File: src/rtl/cache_pkg.sv
// Shared types and width helpers for the data cache.
// Holds the controller state enum and the offset/index/tag width functions.
package cache_pkg;

    typedef enum logic [1:0] {
        IDLE   = 2'd0,
        REFILL = 2'd1,
        WRITE  = 2'd2,
        RESP   = 2'd3
    } cache_state_e;

    // Word-offset bits inside a line.
    function automatic int offset_bits(input int words_per_line);
        return $clog2(words_per_line);
    endfunction

    // Set-index bits.
    function automatic int index_bits(input int sets);
        return $clog2(sets);
    endfunction

    // Tag bits: whatever remains above index, offset and the byte bits.
    function automatic int tag_bits(input int addr_w, input int sets,
                                    input int words_per_line);
        return addr_w - $clog2(sets) - $clog2(words_per_line) - 2;
    endfunction

endpackage

File: src/rtl/cache_line_store.sv
// Valid/tag/data storage for the direct-mapped data cache.
// Ports: combinational read (rd_*), word write (wr_*), tag+valid write
// (tag_*), and rst which invalidates every line.
module cache_line_store #(
    parameter int SETS           = 16,
    parameter int WORDS_PER_LINE = 4,
    parameter int TAG_W          = 24,
    parameter int DATA_W         = 32
) (
    input  logic                              clk,
    input  logic                              rst,
    input  logic [$clog2(SETS)-1:0]           rd_index,
    input  logic [$clog2(WORDS_PER_LINE)-1:0] rd_offset,
    output logic                              rd_valid,
    output logic [TAG_W-1:0]                  rd_tag,
    output logic [DATA_W-1:0]                 rd_data,
    input  logic                              wr_en,
    input  logic [$clog2(SETS)-1:0]           wr_index,
    input  logic [$clog2(WORDS_PER_LINE)-1:0] wr_offset,
    input  logic [DATA_W-1:0]                 wr_data,
    input  logic                              tag_we,
    input  logic [$clog2(SETS)-1:0]           tag_index,
    input  logic [TAG_W-1:0]                  tag_value
);

    localparam int IDX_W = $clog2(SETS);
    localparam int OFF_W = $clog2(WORDS_PER_LINE);

    logic [SETS-1:0]   valid_q;
    logic [SETS-1:0]   valid_d;
    logic [TAG_W-1:0]  tag_q  [SETS];
    logic [DATA_W-1:0] data_q [SETS*WORDS_PER_LINE];

    always_comb begin
        valid_d = valid_q;
        if (tag_we) begin
            valid_d[tag_index] = 1'b1;
        end
    end

    always_ff @(posedge clk) begin
        if (rst) begin
            valid_q <= '0;
        end else begin
            valid_q <= valid_d;
        end
    end

    // Data and tags need no reset: valid bits gate every use.
    always_ff @(posedge clk) begin
        if (tag_we) begin
            tag_q[tag_index] <= tag_value;
        end
        if (wr_en) begin
            data_q[{wr_index, wr_offset}] <= wr_data;
        end
    end

    always_comb begin
        rd_valid = valid_q[rd_index];
        rd_tag   = tag_q[rd_index];
        rd_data  = data_q[{rd_index, rd_offset}];
    end

endmodule

File: src/rtl/data_cache.sv
// Direct-mapped, write-through, no-write-allocate data cache.
// Ports: cpu_* (core side, stall-based), mem_* (req/ack backing memory),
// hit_count/miss_count statistics, built only with DATA_CACHE_STATS_EN.
module data_cache
    import cache_pkg::*;
#(
    parameter int ADDRESS_WIDTH  = 32,
    parameter int DATA_WIDTH     = 32,
    parameter int SETS           = 16,
    parameter int WORDS_PER_LINE = 4
) (
    input  logic                     clk,
    input  logic                     rst,
    input  logic                     cpu_re,
    input  logic                     cpu_we,
    input  logic [ADDRESS_WIDTH-1:0] cpu_addr,
    input  logic [DATA_WIDTH-1:0]    cpu_wdata,
    output logic [DATA_WIDTH-1:0]    cpu_rdata,
    output logic                     cpu_stall,
    output logic                     mem_req,
    output logic                     mem_we,
    output logic [ADDRESS_WIDTH-1:0] mem_addr,
    output logic [DATA_WIDTH-1:0]    mem_wdata,
    input  logic [DATA_WIDTH-1:0]    mem_rdata,
    input  logic                     mem_ack,
    output logic [31:0]              hit_count,
    output logic [31:0]              miss_count
);

    localparam int OFF_W = offset_bits(WORDS_PER_LINE);
    localparam int IDX_W = index_bits(SETS);
    localparam int TAG_W = tag_bits(ADDRESS_WIDTH, SETS, WORDS_PER_LINE);
    localparam int LOW_W = OFF_W + 2;

    cache_state_e state_q, state_d;
    logic                     mem_req_q, mem_req_d;
    logic                     mem_we_q, mem_we_d;
    logic [ADDRESS_WIDTH-1:0] mem_addr_q, mem_addr_d;
    logic [DATA_WIDTH-1:0]    mem_wdata_q, mem_wdata_d;
    logic [OFF_W-1:0]         word_cnt_q, word_cnt_d;
    logic                     from_refill_q, from_refill_d;

    logic [IDX_W-1:0] cpu_index;
    logic [OFF_W-1:0] cpu_offset;
    logic [TAG_W-1:0] cpu_tag;
    logic             rd_valid;
    logic [TAG_W-1:0] rd_tag;
    logic [DATA_WIDTH-1:0] rd_data;
    logic             hit;
    logic             word_we;
    logic [DATA_WIDTH-1:0] word_data;
    logic             tag_we;
    logic             count_hit;
    logic             count_miss;

    assign cpu_offset = cpu_addr[OFF_W+1 -: OFF_W];
    assign cpu_index  = cpu_addr[IDX_W+LOW_W-1 -: IDX_W];
    assign cpu_tag    = cpu_addr[ADDRESS_WIDTH-1 -: TAG_W];
    assign hit        = rd_valid && (rd_tag == cpu_tag);

    // Writes always target mem_addr_q: the refill word in flight, or the
    // store address, which equals the held cpu_addr during WRITE.
    cache_line_store #(
        .SETS           (SETS),
        .WORDS_PER_LINE (WORDS_PER_LINE),
        .TAG_W          (TAG_W),
        .DATA_W         (DATA_WIDTH)
    ) u_store (
        .clk       (clk),
        .rst       (rst),
        .rd_index  (cpu_index),
        .rd_offset (cpu_offset),
        .rd_valid  (rd_valid),
        .rd_tag    (rd_tag),
        .rd_data   (rd_data),
        .wr_en     (word_we),
        .wr_index  (mem_addr_q[IDX_W+LOW_W-1 -: IDX_W]),
        .wr_offset (mem_addr_q[OFF_W+1 -: OFF_W]),
        .wr_data   (word_data),
        .tag_we    (tag_we),
        .tag_index (mem_addr_q[IDX_W+LOW_W-1 -: IDX_W]),
        .tag_value (mem_addr_q[ADDRESS_WIDTH-1 -: TAG_W])
    );

    always_comb begin
        state_d       = state_q;
        mem_req_d     = mem_req_q;
        mem_we_d      = mem_we_q;
        mem_addr_d    = mem_addr_q;
        mem_wdata_d   = mem_wdata_q;
        word_cnt_d    = word_cnt_q;
        from_refill_d = from_refill_q;
        word_we       = 1'b0;
        word_data     = mem_rdata;
        tag_we        = 1'b0;
        count_hit     = 1'b0;
        count_miss    = 1'b0;
        unique case (state_q)
            IDLE: begin
                if (cpu_we) begin
                    state_d     = WRITE;
                    mem_req_d   = 1'b1;
                    mem_we_d    = 1'b1;
                    mem_addr_d  = {cpu_addr[ADDRESS_WIDTH-1:2], 2'b00};
                    mem_wdata_d = cpu_wdata;
                end else if (cpu_re) begin
                    if (hit) begin
                        count_hit = 1'b1;
                    end else begin
                        state_d    = REFILL;
                        mem_req_d  = 1'b1;
                        mem_we_d   = 1'b0;
                        mem_addr_d = {cpu_addr[ADDRESS_WIDTH-1:LOW_W],
                                      {LOW_W{1'b0}}};
                        word_cnt_d = '0;
                    end
                end
            end
            REFILL: begin
                if (mem_ack) begin
                    word_we = 1'b1;
                    if (word_cnt_q == OFF_W'(WORDS_PER_LINE - 1)) begin
                        tag_we        = 1'b1;
                        mem_req_d     = 1'b0;
                        from_refill_d = 1'b1;
                        state_d       = RESP;
                    end else begin
                        word_cnt_d = word_cnt_q + 1'b1;
                        mem_addr_d = mem_addr_q + ADDRESS_WIDTH'(4);
                    end
                end
            end
            WRITE: begin
                if (mem_ack) begin
                    // Write-through: refresh the cached copy only on a hit.
                    word_we       = hit;
                    word_data     = mem_wdata_q;
                    mem_req_d     = 1'b0;
                    from_refill_d = 1'b0;
                    state_d       = RESP;
                end
            end
            RESP: begin
                count_miss = from_refill_q;
                state_d    = IDLE;
            end
            default: state_d = IDLE;
        endcase
    end

    always_ff @(posedge clk) begin
        if (rst) begin
            state_q       <= IDLE;
            mem_req_q     <= 1'b0;
            mem_we_q      <= 1'b0;
            mem_addr_q    <= '0;
            mem_wdata_q   <= '0;
            word_cnt_q    <= '0;
            from_refill_q <= 1'b0;
        end else begin
            state_q       <= state_d;
            mem_req_q     <= mem_req_d;
            mem_we_q      <= mem_we_d;
            mem_addr_q    <= mem_addr_d;
            mem_wdata_q   <= mem_wdata_d;
            word_cnt_q    <= word_cnt_d;
            from_refill_q <= from_refill_d;
        end
    end

    always_comb begin
        cpu_stall = 1'b0;
        cpu_rdata = '0;
        unique case (state_q)
            IDLE: begin
                cpu_stall = cpu_we || (cpu_re && !hit);
                if (cpu_re && !cpu_we && hit) begin
                    cpu_rdata = rd_data;
                end
            end
            REFILL: cpu_stall = 1'b1;
            WRITE:  cpu_stall = 1'b1;
            RESP:   cpu_rdata = rd_data;
            default: cpu_stall = 1'b0;
        endcase
    end

    assign mem_req   = mem_req_q;
    assign mem_we    = mem_we_q;
    assign mem_addr  = mem_addr_q;
    assign mem_wdata = mem_wdata_q;

`ifdef DATA_CACHE_STATS_EN
    logic [31:0] hit_cnt_q, hit_cnt_d;
    logic [31:0] miss_cnt_q, miss_cnt_d;

    // Saturating counters.
    always_comb begin
        hit_cnt_d  = hit_cnt_q;
        miss_cnt_d = miss_cnt_q;
        if (count_hit && hit_cnt_q != '1) begin
            hit_cnt_d = hit_cnt_q + 32'd1;
        end
        if (count_miss && miss_cnt_q != '1) begin
            miss_cnt_d = miss_cnt_q + 32'd1;
        end
    end

    always_ff @(posedge clk) begin
        if (rst) begin
            hit_cnt_q  <= '0;
            miss_cnt_q <= '0;
        end else begin
            hit_cnt_q  <= hit_cnt_d;
            miss_cnt_q <= miss_cnt_d;
        end
    end

    assign hit_count  = hit_cnt_q;
    assign miss_count = miss_cnt_q;

    logic unused_addr;
    assign unused_addr = ^cpu_addr[1:0];
`else
    assign hit_count  = '0;
    assign miss_count = '0;

    logic unused_stats;
    assign unused_stats = ^{count_hit, count_miss, cpu_addr[1:0]};
`endif

endmodule

File: config.mk
export PLATFORM = sky130hd
export DESIGN_NAME = data_cache
export DESIGN_NICKNAME = d
export VERILOG_FILES = /design/src/rtl/cache_pkg.sv /design/src/rtl/cache_line_store.sv /design/src/rtl/data_cache.sv
export SDC_FILE = /design/constraint.sdc
export NUM_CORES = 2
export LEC_CHECK = 0
export ABC_CLOCK_PERIOD_IN_PS = 9200
export BUFFER_PORTS_ARGS = -buffer_cell sky130_fd_sc_hd__buf_4
export CORE_ASPECT_RATIO = 0.8
export CORE_MARGIN = 2
export CORE_UTILIZATION = 28
export CTS_CLUSTER_SIZE = 16
export DETAILED_ROUTE_END_ITERATION = 8
export REMOVE_ABC_BUFFERS = 1
export SLEW_MARGIN = 25
export SYNTH_ARGS = -nofsm -noshare
export SYNTH_HDL_FRONTEND = slang
export SYNTH_SLANG_ARGS = --single-unit
File: constraint.sdc
create_clock -name clk -period 9.2 [get_ports clk]
set_clock_uncertainty 0.05 [all_clocks]
set_input_delay 1.38 -clock clk [delete_from_list [all_inputs] [get_ports clk]]
set_output_delay 1.38 -clock clk [all_outputs]
set_load 0.1 [all_outputs]
==> Yosys cells after proc, flatten, opt, wreduce, memory -nomap -nowiden <==
Memories as Yosys holds them, arrays and structs flattened.
Cells that the tools add are included.
W data, S select, Z words.
{ "op_classes": {"div": 0, "n_reduce_logical": 19, "eq_ne": 15, "mux": 48, "bitwise_logic": 1, "shifts": 0, "n_addsub": 2, "order_cmp": 3, "n_mul": 0} }
{ "op_table": {"columns": ["op", "count"], "rows": [
  ["$mux W32", 8],
  ["$pmux W32 S2", 2],
  ["$add A32 B3 Y32 const B", 1],
  ["$eq A24 B24 Y1", 1],
  ["$mux W2", 11],
  ["$mux W1", 20],
  ["$ne A2 B2 Y1 const B", 8],
  ["$or A16 B16 Y16", 1],
  ["$reduce_and A6 Y1", 2],
  ["$lt A4 B5 Y1 const B", 2],
  ["$reduce_and A5 Y1", 2],
  ["$pmux W2 S4", 1],
  ["$eq A2 B2 Y1 const B", 3],
  ["$ne A3 B3 Y1 const B", 2],
  ["$logic_and A1 B1 Y1", 5],
  ["$bmux W1 S4", 1],
  ["$demux W1 S4", 1],
  ["$ge A4 B1 Y1 const B", 1],
  ["$pmux W1 S2", 2],
  ["$pmux W2 S2", 1],
  ["$reduce_bool A2 Y1", 2],
  ["$pmux W1 S3", 1],
  ["$reduce_and A3 Y1", 1],
  ["$reduce_bool A3 Y1", 1],
  ["7 further kinds", 8]
]} }
{ "totals": {"wordCells": 97, "register_bits": 86, "input_bits": 101, "rom_bits": 0, "out_inout_bits": 163, "memories": 2, "latch_bits": 0, "mem_bits_rw": 2432} }
{ "memory_table": {"columns": ["memory", "words", "word_bits", "rd", "rd_ports_with_merged_regs", "write_ports", "line_no", "source"], "rows": [
  ["u_store.data_q", 64, 32, 1, 0, 1, "cache_line_store.sv:32", "logic [DATA_W-1:0] data_q [SETS*WORDS_PER_LINE];"],
  ["u_store.tag_q", 16, 24, 1, 0, 1, "cache_line_store.sv:31", "logic [TAG_W-1:0] tag_q [SETS];"]
]} }

==> Longest topological paths before layout <==
{ "depth": {"depth_word": 7, "ltp_mapped": 16, "ltp_nobuf": 10} }

==> Cells and area by module <==
A second synthesis with hierarchy kept.
{ "hier_totals": {"cells_unflattened": 4531, "area_unflattened_um2": 98016.5} }
{ "by_module_without_submodules": {"columns": ["module", "area_each_um2", "instances", "seq_area_each_um2", "cells_per_inst"], "rows": [
  ["cache_line_store", 93135.6, 1, 73350.3, 3896],
  ["data_cache", 4880.9, 1, 1361.3, 635]
]} }

==> Least setup slack after synthesis <==
No wires, ideal clock.
{ "synth_path": {"path_kind": "in2reg", "start": "in cpu_addr[4]", "end": "mem u_store.data_q[13][0] (enable)", "path_buffers": 3, "setup_ns": 0.513, "slack_ns": 1.361, "t_required_ns": 8.637, "t_arrival_ns": 7.276, "path_stages": 10, "cell_sequence": "buf_2 buf_2 mux4_2 a311o_1 o2111ai_2 o2111ai_1 a2111oi_4 a31o_2 buf_4 nor4b_1"} }
{ "synth_via": {"elab_chain_len": 7, "elab_cells_between_ends": 9, "classes_between": "eq/ne: 1; mux: 6; reduce/logical: 1; memory: 1"} }
{ "synth_lines": {"columns": ["item", "line_no", "source"], "rows": [
  ["start: declaration", "data_cache.sv:16", "input logic [ADDRESS_WIDTH-1:0] cpu_addr,"],
  ["$mem_v2 Z16 W24 or $bmux W1 S4 (tied branches)", null, null],
  ["$eq A24 B24 Y1 or $mux W1 (tied branches)", "data_cache.sv:59, cache_line_store.sv:60", null],
  ["$logic_and A1 B1 Y1 *", "data_cache.sv:59", "assign hit = rd_valid && (rd_tag == cpu_tag);"],
  ["$mux W1 *", "data_cache.sv:134", "if (mem_ack) begin"],
  ["$pmux W1 S2 *", "data_cache.sv:98", "unique case (state_q)"],
  ["$mux W1 *", "cache_line_store.sv:54", "if (wr_en) begin"],
  ["$mux W1 (implied by the code) *", "cache_line_store.sv:55", "data_q[{wr_index, wr_offset}] <= wr_data;"],
  ["end: declaration", "cache_line_store.sv:32", null]
]} }
Every way passes the cells marked *; elsewhere a longest branch is shown, timed or not. The select of a mux whose other input is x is not followed.

==> Worst setup path in the final report <==
{ "layout_path": {"start": "in cpu_addr[6]", "end": "out cpu_rdata[0]"} }
{ "layout_via": {"elab_chain_len": 6, "elab_cells_between_ends": 9, "classes_between": "eq/ne: 1; mux: 4; reduce/logical: 2; memory: 2"} }
{ "layout_lines": {"columns": ["item", "line_no", "source"], "rows": [
  ["$mem_v2 Z16 W24 or $bmux W1 S4 (tied branches)", null, null],
  ["$eq A24 B24 Y1 or $mux W1 (tied branches)", "data_cache.sv:59, cache_line_store.sv:60", null],
  ["$logic_and A1 B1 Y1", "data_cache.sv:59", null],
  ["$logic_and A1 B1 Y1", "data_cache.sv:177", "if (cpu_re && !cpu_we && hit) begin"],
  ["$mux W32", "data_cache.sv:177", null],
  ["$pmux W32 S2 *", "data_cache.sv:174", "unique case (state_q)"],
  ["end: declaration", "data_cache.sv:18", "output logic [DATA_WIDTH-1:0] cpu_rdata,"]
]} }
Marked as above.

==> flow_summary_export.csv <==
group,metric,value,unit
status,outcome,"finished clean",
final_layout,regArea,74700,µm²
final_layout,nFillCells,32600,
flow_run,max-cap-violations,0,
clock_tree,cts_max_level,4,
power,netSwitchingFraction,26.3,%
die,core_area,349000,µm²
logic_synthesis,synth_cell_type_count,80,
placed_design,gp_congestion,0.806,
die,die_width,667,µm
sta,fin_crit,7.65,ns
route,initialDrtViolationCount,5459,
clock_tree,cts-resized-gates,0,
sta,setup_viol,0,
power,p_per_area,231,nW/µm²
clock_tree,path_clk_slew,0.06,ns
die,dieArea,356000,µm²
sta,setup_tns,0,ns
route,ant_nets,0,
sta,final_max_slew_viol_count,0,
logic_synthesis,synthTopCellsByCount,"edfxtp_1 (2432), mux4_2 (738), clkbuf_1 (164), nor2_1 (144), nand2_1 (129)",
critical_path,max_stage_delay,0.62,ns
critical_path,cp.required,7.77,ns
min_path,holdPathStages,2,
critical_path,reg2reg_slack,3.74,ns
critical_path,critPathCapture,"cpu_rdata[0]",
logic_synthesis,netlist_area,98400,µm²
critical_path,crit_start,"cpu_addr[6]",
power,p_sw,6940,µW
global_routing,grt_antenna_before_repair,13,
placed_design,io_buffers,195,
critical_path,cp-start-kind,"input port",
clock_tree,cts_buffers,236,
die,fp-row-count,194,
final_layout,fin_nets,4871,
final_layout,areaGrowthSynthToFinish,15.8,%
global_routing,grt.total_usage,13.8,%
power,p_int,19400,µW
final_layout,multi_input_area,22900,µm²
logic_synthesis,synthMostInstantiatedCell,"edfxtp_1",
global_routing,grt_max_degree,100,
sta,fmax,131,MHz
clock_tree,clkSinkCount,2516,
route,drc,0,
global_routing,grt-ovfl-total,0,
min_path,hp-class,"reg -> reg",
logic_synthesis,synth_seq_cells,2516,
critical_path,cp-end-kind,"primary output",
critical_path,worstReg2RegStart,"u_store.tag_q[10][13]$_DFFE_PP_",
logic_synthesis,ys_seq_area_share,76.0,%
placed_design,place_hpwl,140,mm
clock_tree,ctsHoldBuffers,0,
sta,slew_headroom,26.7,%
route,routed_via_density,4.92,
clock_tree,clock_path_buffers,4,
critical_path,critical_path.max_fanout,87,
sta,tightest_slew,1.10,ns
clock_tree,cts_setup_buffers,0,
clock_tree,cts_tree,"done",
route,dr.pass1.iters,5,
critical_path,crit_arrival,6.22,ns
power,p_clk_share,35.9,%
route,wl_per_cell,26.4,µm
power,p_comb_share,12.7,%
sta,finalCritPeriodShare,83.1,%
critical_path,critPathMostFrequentCell,"buf_4",
clock_tree,worstSkewPairLatency,0.87,ns
sta,rsz0062_at_grt,"no",
die,die_h,534,µm
logic_synthesis,synth_edf_count,2432,
route,totalWireLength,253,mm
final_layout,drive_above_1_share,31.9,%
clock_tree,cts_root_buf,"clkbuf_16",
logic_synthesis,synth-main-ff-cell,"edfxtp_1",
critical_path,critPathSlowestCell,"buf_8",
logic_synthesis,synthTopCellsByArea,"edfxtp_1 (74%), mux4_2 (17%), dfxtp_1 (1.7%), mux2i_1 (0.88%), clkbuf_1 (0.63%)",
critical_path,r2r-end,"u_store.data_q[15][9]$_DFFE_PP_",
power,peakVddDrop,0.000176,V
logic_synthesis,yosysTopAreaCell,"edfxtp_1",
logic_synthesis,synth.top_cell.area_share,74.2,%
logic_synthesis,syn_area_per_cell,22.3,µm²
route,vias,47100,
critical_path,crit_type,"in -> out",
die,start_util,28.2,%
power,leakage,0.0350,µW
logic_synthesis,async_flop_share,0,%
sta,hold_violations,0,
final_layout,final_core_util,32.6,%
global_routing,grt_pass1_vias,47600,
global_routing,grt_pass1_wl,357,mm
logic_synthesis,synth_warnings,0,
critical_path,ff2ff_path_depth,11,
critical_path,worstPathCellList,"buf_8 -> mux4_2 -> a22o_1 -> a221oi_1 -> xor2_1 -> nand4_1 -> nor4_2 -> nand4_1 -> a21o_2 -> buf_4 -> a211oi_2 -> buf_4 -> buf_4",
logic_synthesis,synthCells,4404,
die,ios,264,
power,p_seq_share,51.4,%
sequential cells by signal, indices dropped and copies added (netlist names):
signal / cells
mem_wdata: 32
mem_we: 1
word_cnt_q: 2
u_store.valid_q: 16
mem_addr: 30
u_store.data_q: 2048
state_q: 2
u_store.tag_q: 384
mem_req: 1
cells in the final DEF, fill, tap and decap left out, drive strengths merged, types with 7 or more instances in the layout:
cell type  netlist  routed
mux2i           86      86
clkbuf         166     292
nor3b            8       8
mux4           740     740
a21oi           60      60
or4              7       7
dfxtp           84      84
nor2           144     144
buf            145     368
a22o             7       7
mux2            35      35
diode            0       8
inv             20      20
a211oi          23      23
clkinv           0      99
a221oi          16      16
nand2          129     129
conb             1      66
and3             7       7
o22ai           10      10
o21ai           31      31
clkinvlp         0      12
nor2b           41      41
nor3            24      24
nand3           22      22
a32o            21      21
xnor2           22      22
nor4             8       8
bufinv           0      20
nand3b           9       9
nand4           12      12
a22oi           11      11
edfxtp        2432    2432
final cells by class:
| type | instances | share of cell area (%) |
|---|---|---|
| clock buffers | 292 | 5.42 |
| multi-input cells | 1622 | 20.1 |
| flip-flops and latches | 2516 | 65.6 |
| clock inverters | 131 | 1.07 |
| inverters | 20 | 0.0659 |
| repair buffers | 368 | 2.67 |
| diodes | 8 | 0.0176 |
| well taps | 4606 | 5.06 |
worst min-delay path by stage:
stage | slack, ns | start | end
6_report | 0.42 | u_store.valid_q[6]$_SDFFE_PP0P_ | u_store.valid_q[6]$_SDFFE_PP0P_
5_1_grt | 0.44 | mem_wdata[26]$_SDFFE_PP0P_ | mem_wdata[26]$_SDFFE_PP0P_
4_1_cts | 0.42 | mem_wdata[3]$_SDFFE_PP0P_ | mem_wdata[3]$_SDFFE_PP0P_
3_5_place_dp | 0.41 | u_store.valid_q[10]$_SDFFE_PP0P_ | u_store.valid_q[10]$_SDFFE_PP0P_
3_3_place_gp | 0.40 | u_store.valid_q[2]$_SDFFE_PP0P_ | u_store.valid_q[2]$_SDFFE_PP0P_
2_1_floorplan | 0.38 | u_store.valid_q[10]$_SDFFE_PP0P_ | u_store.valid_q[10]$_SDFFE_PP0P_
critical path: cells and delay by family:
| kind | cells | cell delay, ns |
|---|---|---|
| buffers and inverters | 4 | 1.44 |
| multiplexers | 1 | 0.61 |
| XOR/XNOR | 1 | 0.30 |
| AND/OR/NAND/NOR | 3 | 0.86 |
| AO/OA/AOI/OAI | 4 | 1.43 |
metrics by stage:
| step | std cells | power [µW] | worst slack, ns | instance area (µm²) | hold slack [ns] |
|---|---|---|---|---|---|
| detailed placement | 9131 | 17100 | 1.55 | 106000 | 0.413 |
| CTS | 9554 | 26500 | 1.52 | 114000 | 0.425 |
| global route | 9562 | 27100 | 1.29 | 114000 | 0.444 |
| global placement | 9127 | 17000 | 1.51 | 106000 | 0.395 |
| floorplan | 4158 | 15700 | 1.62 | 97000 | 0.385 |
| finish | 9563 | 26300 | 1.55 | 114000 | 0.422 |
per-layer routing:
layer  up-vias  track usage (%)  share of wire, %  wire length, µm
met5         -                0                 0                0
met4         0             4.43               3.1             7930
met3       380             1.75               6.3            16000
met2      1859             23.0                49           125000
met1     25600             18.7                41           104000
li1      19200                -                 -                -
logic make-up (layout without fill, tap and decap cells):
kind of cell | after synthesis | count (layout) | share of synthesized area, %
flops | 2516 | 2516 | 76.0
mux | 861 | 861 | 18.2
simple gates | 443 | 443 | 2.17
buf+inv | 331 | 811 | 1.66
compound gates | 220 | 220 | 1.68
xor+xnor | 26 | 26 | 0.231
fa+ha+maj | 6 | 6 | 0.0763
other cells | 1 | 74 | 0.00381
power groups by stage:
| stage | Sequential, µW | Clock [µW] | Combinational [µW] |
|---|---|---|---|
| after floorplan | 14200 | 0 | 1470 |
| after global placement | 13800 | 0 | 3250 |
| after detailed placement | 13800 | 0 | 3350 |
| after CTS | 13500 | 9630 | 3350 |
| after global routing | 13600 | 10000 | 3510 |
| final | 13500 | 9450 | 3350 |
Note: power is estimated with default switching activity, not from simulation.
